File: src/rtl/corr_lock_detector.sv
// Lock/loss detector driven by the per-cycle mismatch flag of a cross-correlation stage.
// Latency: every output is registered and changes one clk edge after the sample that causes it.
// No backpressure: one z_i sample is consumed every enabled cycle.
// Optional macro CORR_LOCK_STATS_EN adds the saturating loss_cnt_o event counter port.
module corr_lock_detector #(
  parameter int LOCK_CNT = 8,   // consecutive clean samples needed to lock (1..255)
  parameter int LOSS_CNT = 4,   // mismatches within one window that drop lock (1..WIN_LEN)
  parameter int WIN_LEN  = 16   // observation window length while locked (2..255)
) (
  input  logic       clk,
  input  logic       reset,
  input  logic       en_i,
  input  logic       z_i,
  output logic       locked_o,
  output logic       lock_pulse_o,
  output logic       loss_pulse_o,
  output logic [1:0] state_o
`ifdef CORR_LOCK_STATS_EN
  ,
  output logic [7:0] loss_cnt_o
`endif
);

  // Counter widths are sized to hold the parameter value itself.
  localparam int RW = $clog2(LOCK_CNT + 1);
  localparam int WW = $clog2(WIN_LEN + 1);
  localparam int MW = $clog2(LOSS_CNT + 1);

  localparam logic [RW-1:0] RUN_LAST = RW'(LOCK_CNT - 1);
  localparam logic [WW-1:0] WIN_LAST = WW'(WIN_LEN - 1);
  localparam logic [MW-1:0] MIS_LAST = MW'(LOSS_CNT - 1);

  typedef enum logic [1:0] {
    IDLE   = 2'b00,
    ACQ    = 2'b01,
    LOCKED = 2'b10,
    LOST   = 2'b11
  } state_t;

  state_t        state;
  logic [RW-1:0] run_cnt;
  logic [WW-1:0] win_cnt;
  logic [MW-1:0] mis_cnt;

  // Terminal-condition decodes; the counters never pass these values.
  logic run_done;
  logic win_last;
  logic loss_hit;

  assign run_done = (run_cnt == RUN_LAST);
  assign win_last = (win_cnt == WIN_LAST);
  // The current sample counts toward the threshold.
  assign loss_hit = z_i && (mis_cnt == MIS_LAST);

  assign state_o = state;

  // Main FSM: state, counters and all registered flag outputs.
  always_ff @(posedge clk) begin
    if (reset) begin
      state        <= IDLE;
      run_cnt      <= '0;
      win_cnt      <= '0;
      mis_cnt      <= '0;
      locked_o     <= 1'b0;
      lock_pulse_o <= 1'b0;
      loss_pulse_o <= 1'b0;
    end else begin
      lock_pulse_o <= 1'b0;
      loss_pulse_o <= 1'b0;
      if (!en_i) begin
        // Disable wins over everything and never produces a pulse.
        state    <= IDLE;
        run_cnt  <= '0;
        win_cnt  <= '0;
        mis_cnt  <= '0;
        locked_o <= 1'b0;
      end else begin
        case (state)
          IDLE: begin
            state   <= ACQ;
            run_cnt <= '0;
            win_cnt <= '0;
            mis_cnt <= '0;
          end

          ACQ: begin
            if (z_i) begin
              run_cnt <= '0;
            end else if (run_done) begin
              state        <= LOCKED;
              locked_o     <= 1'b1;
              lock_pulse_o <= 1'b1;
              run_cnt      <= '0;
              win_cnt      <= '0;
              mis_cnt      <= '0;
            end else begin
              run_cnt <= run_cnt + RW'(1);
            end
          end

          LOCKED: begin
            if (loss_hit) begin
              // Loss beats the end-of-window clear.
              state        <= LOST;
              locked_o     <= 1'b0;
              loss_pulse_o <= 1'b1;
              win_cnt      <= '0;
              mis_cnt      <= '0;
            end else if (win_last) begin
              win_cnt <= '0;
              mis_cnt <= '0;
            end else begin
              win_cnt <= win_cnt + WW'(1);
              mis_cnt <= mis_cnt + MW'(z_i);
            end
          end

          LOST: begin
            // Single-cycle marker state; reacquire from scratch.
            state   <= ACQ;
            run_cnt <= '0;
            win_cnt <= '0;
            mis_cnt <= '0;
          end

          default: begin
            state    <= IDLE;
            locked_o <= 1'b0;
          end
        endcase
      end
    end
  end

`ifdef CORR_LOCK_STATS_EN
  logic loss_evt;
  assign loss_evt = en_i && (state == LOCKED) && loss_hit;

  // Saturating count of loss events, cleared only by reset.
  always_ff @(posedge clk) begin
    if (reset) begin
      loss_cnt_o <= 8'd0;
    end else if (loss_evt && (loss_cnt_o != 8'hFF)) begin
      loss_cnt_o <= loss_cnt_o + 8'd1;
    end
  end
`endif

endmodule
File: config.mk
export PLATFORM = sky130hd
export DESIGN_NAME = corr_lock_detector
export DESIGN_NICKNAME = d
export VERILOG_FILES = /design/src/rtl/corr_lock_detector.sv
export SDC_FILE = /design/constraint.sdc
export NUM_CORES = 1
export LEC_CHECK = 0
export CORE_MARGIN = 4
export CORE_UTILIZATION = 40
export DETAILED_ROUTE_END_ITERATION = 10
export GPL_ROUTABILITY_DRIVEN = 0
export PLACE_DENSITY = 0.57
export SYNTH_ARGS = -nofsm -noshare
export SYNTH_HDL_FRONTEND = slang
export SYNTH_SLANG_ARGS = --single-unit
File: constraint.sdc
create_clock -name clk -period 2 [get_ports clk]
set_input_delay 0.3 -clock clk [delete_from_list [all_inputs] [get_ports clk]]
set_output_delay 0.3 -clock clk [all_outputs]
set_load 0.05 [all_outputs]
==> impl_metrics.json <==
{
  "synth_seq_cells": 17,
  "power.ir.vdd_worst_mv": 0.451,
  "worstSetupStartpointType": "flop",
  "combinational_family_with_the_most_area_after_synthesis": "simple AND/OR/NAND/NOR gates",
  "hold_path_depth": 2,
  "synthesis.instances": 96,
  "floorplan.initialDensity": 0.428,
  "yosys_warnings": 0,
  "finish.utilization": 0.528,
  "synth.net_count": 107,
  "hpwlAfterDp_um": 1360,
  "drt_iter0_markers": 10,
  "cts_htree_levels": 1,
  "ctsRootBufferMaster": "clkbuf_4",
  "arrival_ps": 1500,
  "post_route_cells_drive_above_1_share": 0.165,
  "synth_simple_gate_area_share": 0.313,
  "core_region_area_um2": 1980,
  "timing.critical_path.fanout_max": 4,
  "synthDominantAreaCellType": "dfxtp_1",
  "netlist_area_um2": 848,
  "worst_min_delay_path_class": "flop to flop",
  "fp.dieH_um": 54.1,
  "post_synth_mux_area_share": 0,
  "antenna_violating_nets_left": 0,
  "clk_pin_slew_ps": 90,
  "count_of_inserted_antenna_diode_cells": 0,
  "largest_stage_delay_worst_path_ps": 820,
  "cts_tree": "done",
  "core.rowCount": 16,
  "timing.critical_path.cells": "clkdlybuf4s50_1",
  "nets": 127,
  "cts_num_sinks": 17,
  "grt_start_max_net_pins": 10,
  "asyncSetResetFlopFracSynth": 0,
  "grt_pass1_wl_um": 3170,
  "fp.dieArea_um2": 2920,
  "worstPathBufferInverterCount": 1,
  "max_cap_violations": 0,
  "grt.total_usage": 0.156,
  "clock_latency_ps": 290,
  "postLayoutSetupSlackWorst_ps": 199,
  "synth-edff-count": 0,
  "critPathTopFamily": "buffers and inverters",
  "report.final.hold_viol_count": 0,
  "yosysTopAreaCellShare": 0.401,
  "via_count_of_the_routed_design": 760,
  "register_to_register_setup_slack_ps": 210,
  "cts_hold_repair.buffers": 0,
  "grt_pass1_vias": 696,
  "antenna_found_initial": 0,
  "synthDistinctLibCells": 31,
  "grt_remaining_overflow": 0,
  "cts_inserted_buffers": 3,
  "synth-compound-area-share": 0.161,
  "route.detailed.vias_per_inst": 5.35,
  "tightestPinTransition_ps": 492,
  "dominant_cells_by_area_after_synthesis": "dfxtp_1 (40%), ha_1 (10%), a21oi_1 (6.5%)",
  "finalClockSkew_ps": 6.77,
  "post_synth_most_frequent_cells": "dfxtp_1 (17), a21oi_1 (11), nand2_1 (8), ha_1 (7)",
  "final_critical_path_share_of_the_clock_period": 0.901,
  "max_clk_rate_ghz": 0.555,
  "wl_per_cell_um": 12.7,
  "fin_crit_ps": 1800,
  "ctsResizeCount": 0,
  "ys_seq_area_frac": 0.401,
  "synth_ff_type": "dfxtp_1",
  "grt_setup_unrepaired": "false",
  "nFillCells": 192,
  "wirelength_um": 1800,
  "timing.critical_path.from": "state_o[0]",
  "dp_slack_ps": -62.6,
  "setup.worst_path.class": "flop to primary output",
  "synth_xor_area_frac": 0,
  "power_density_over_cell_area_nw_per_um2": 597,
  "cp.required_ps": 1700,
  "syn_area_per_cell_um2": 8.84,
  "min_to": "win_cnt[4]",
  "route.detailed.drc": 0,
  "synthToLayoutAreaGrowth_pct": 23.3,
  "ios": 9,
  "worst_r2r_startpoint": "state_o[0]",
  "synth_fa_ha_area_frac": 0.103,
  "outcome": "complete, no violations",
  "slew-limit-headroom": 0.671,
  "setup_violations": 0,
  "cpMaxStageDelayCell": "clkdlybuf4s50_1",
  "leakagePower_nw": 0.379,
  "synth_most_common_cell": "dfxtp_1",
  "critical_path.reg2reg.endpoint": "win_cnt[3]",
  "r2r_cells": 6,
  "worstSetupEndpointType": "primary output",
  "post_cts_setup_buffers": 0,
  "first_pass_iters": 4,
  "slew_viol_final": 0,
  "die_width_um": 54.1,
  "hold_sp": "win_cnt[4]",
  "placement.io_buffers": 8,
  "clk_path_buf_depth": 2
}
through the flow:
step / TNS (ps) / std cells / power (mW) / cell area, µm² / hold slack [ps]
floorplan: 0 / 96 / 0.408 / 850 / 408
global placement: -14.9 / 138 / 0.448 / 1020 / 419
detailed placement: -62.6 / 138 / 0.449 / 1020 / 421
CTS: 0 / 142 / 0.635 / 1050 / 434
global route: 0 / 142 / 0.659 / 1050 / 464
finish: 0 / 142 / 0.624 / 1050 / 427
flip-flops by register name, indices dropped and copies added (netlist names):
signal and flops:
lock_pulse_o 1, locked_o 1, loss_pulse_o 1, mis_cnt 3
run_cnt 4, state_o 2, win_cnt 5
worst reg2reg max path, stage by stage, from the launching register on:
cell and delay [ps]:
dfxtp_1 350, inv_1 90, ha_1 220, inv_1 80, or3_1 380, or4_1 470
a31oi_1 130
worst max-delay path by stage:
stage,to,slack (ps),depth (start not counted)
2_1_floorplan,win_cnt[3],120,6
3_3_place_gp,win_cnt[3],-10,5
3_5_place_dp,win_cnt[3],-60,5
4_1_cts,state_o[0],190,1
5_1_grt,win_cnt[3],110,6
6_report,state_o[0],200,1
layout by cell type, fill, tap and decap left out, types with 2 or more instances in the layout:
cell type,count
dfxtp_1,16
a21oi_1,11
nand2_1,8
clkdlybuf4s50_1,8
buf_4,8
ha_1,7
nor2_1,6
nand3_1,6
nor3_1,5
inv_1,4
o21ai_0,4
nand2b_1,3
clkbuf_4,3
nand3b_1,2
nor4_1,2
a31oi_1,2
a31o_2,2
power breakdown:
group / switching, mW / internal, mW
logic: 0.0565 / 0.0389
clock network: 0.104 / 0.0777
registers: 0.00442 / 0.343
final cells by class:
cell class | instances | area [µm²] | area share
clock buffers | 4 | 26.3 | 0.0251
well taps | 27 | 33.8 | 0.0323
inverters | 4 | 15.0 | 0.0144
repair buffers | 16 | 140 | 0.134
multi-input cells | 74 | 489 | 0.468
flip-flops and latches | 17 | 342 | 0.327
metal layers:
layer / vias to the layer above / track usage / wire length (µm)
met2: 15 / 0.244 / 817
met3: 5 / 0.0499 / 71
met1: 342 / 0.193 / 880
met4: 0 / 0.0747 / 29
li1: 398 / - / -
met5: - / 0 / 0
logic make-up (layout without fill, tap and decap cells):
group,after synthesis,in the layout
AOI/OAI and AO/OA,23,23
adders and majority gates,7,7
buffers and inverters,5,24
DFF,17,17
and+or+nand+nor,44,44
No activity file was read; power rests on OpenSTA's default activity.
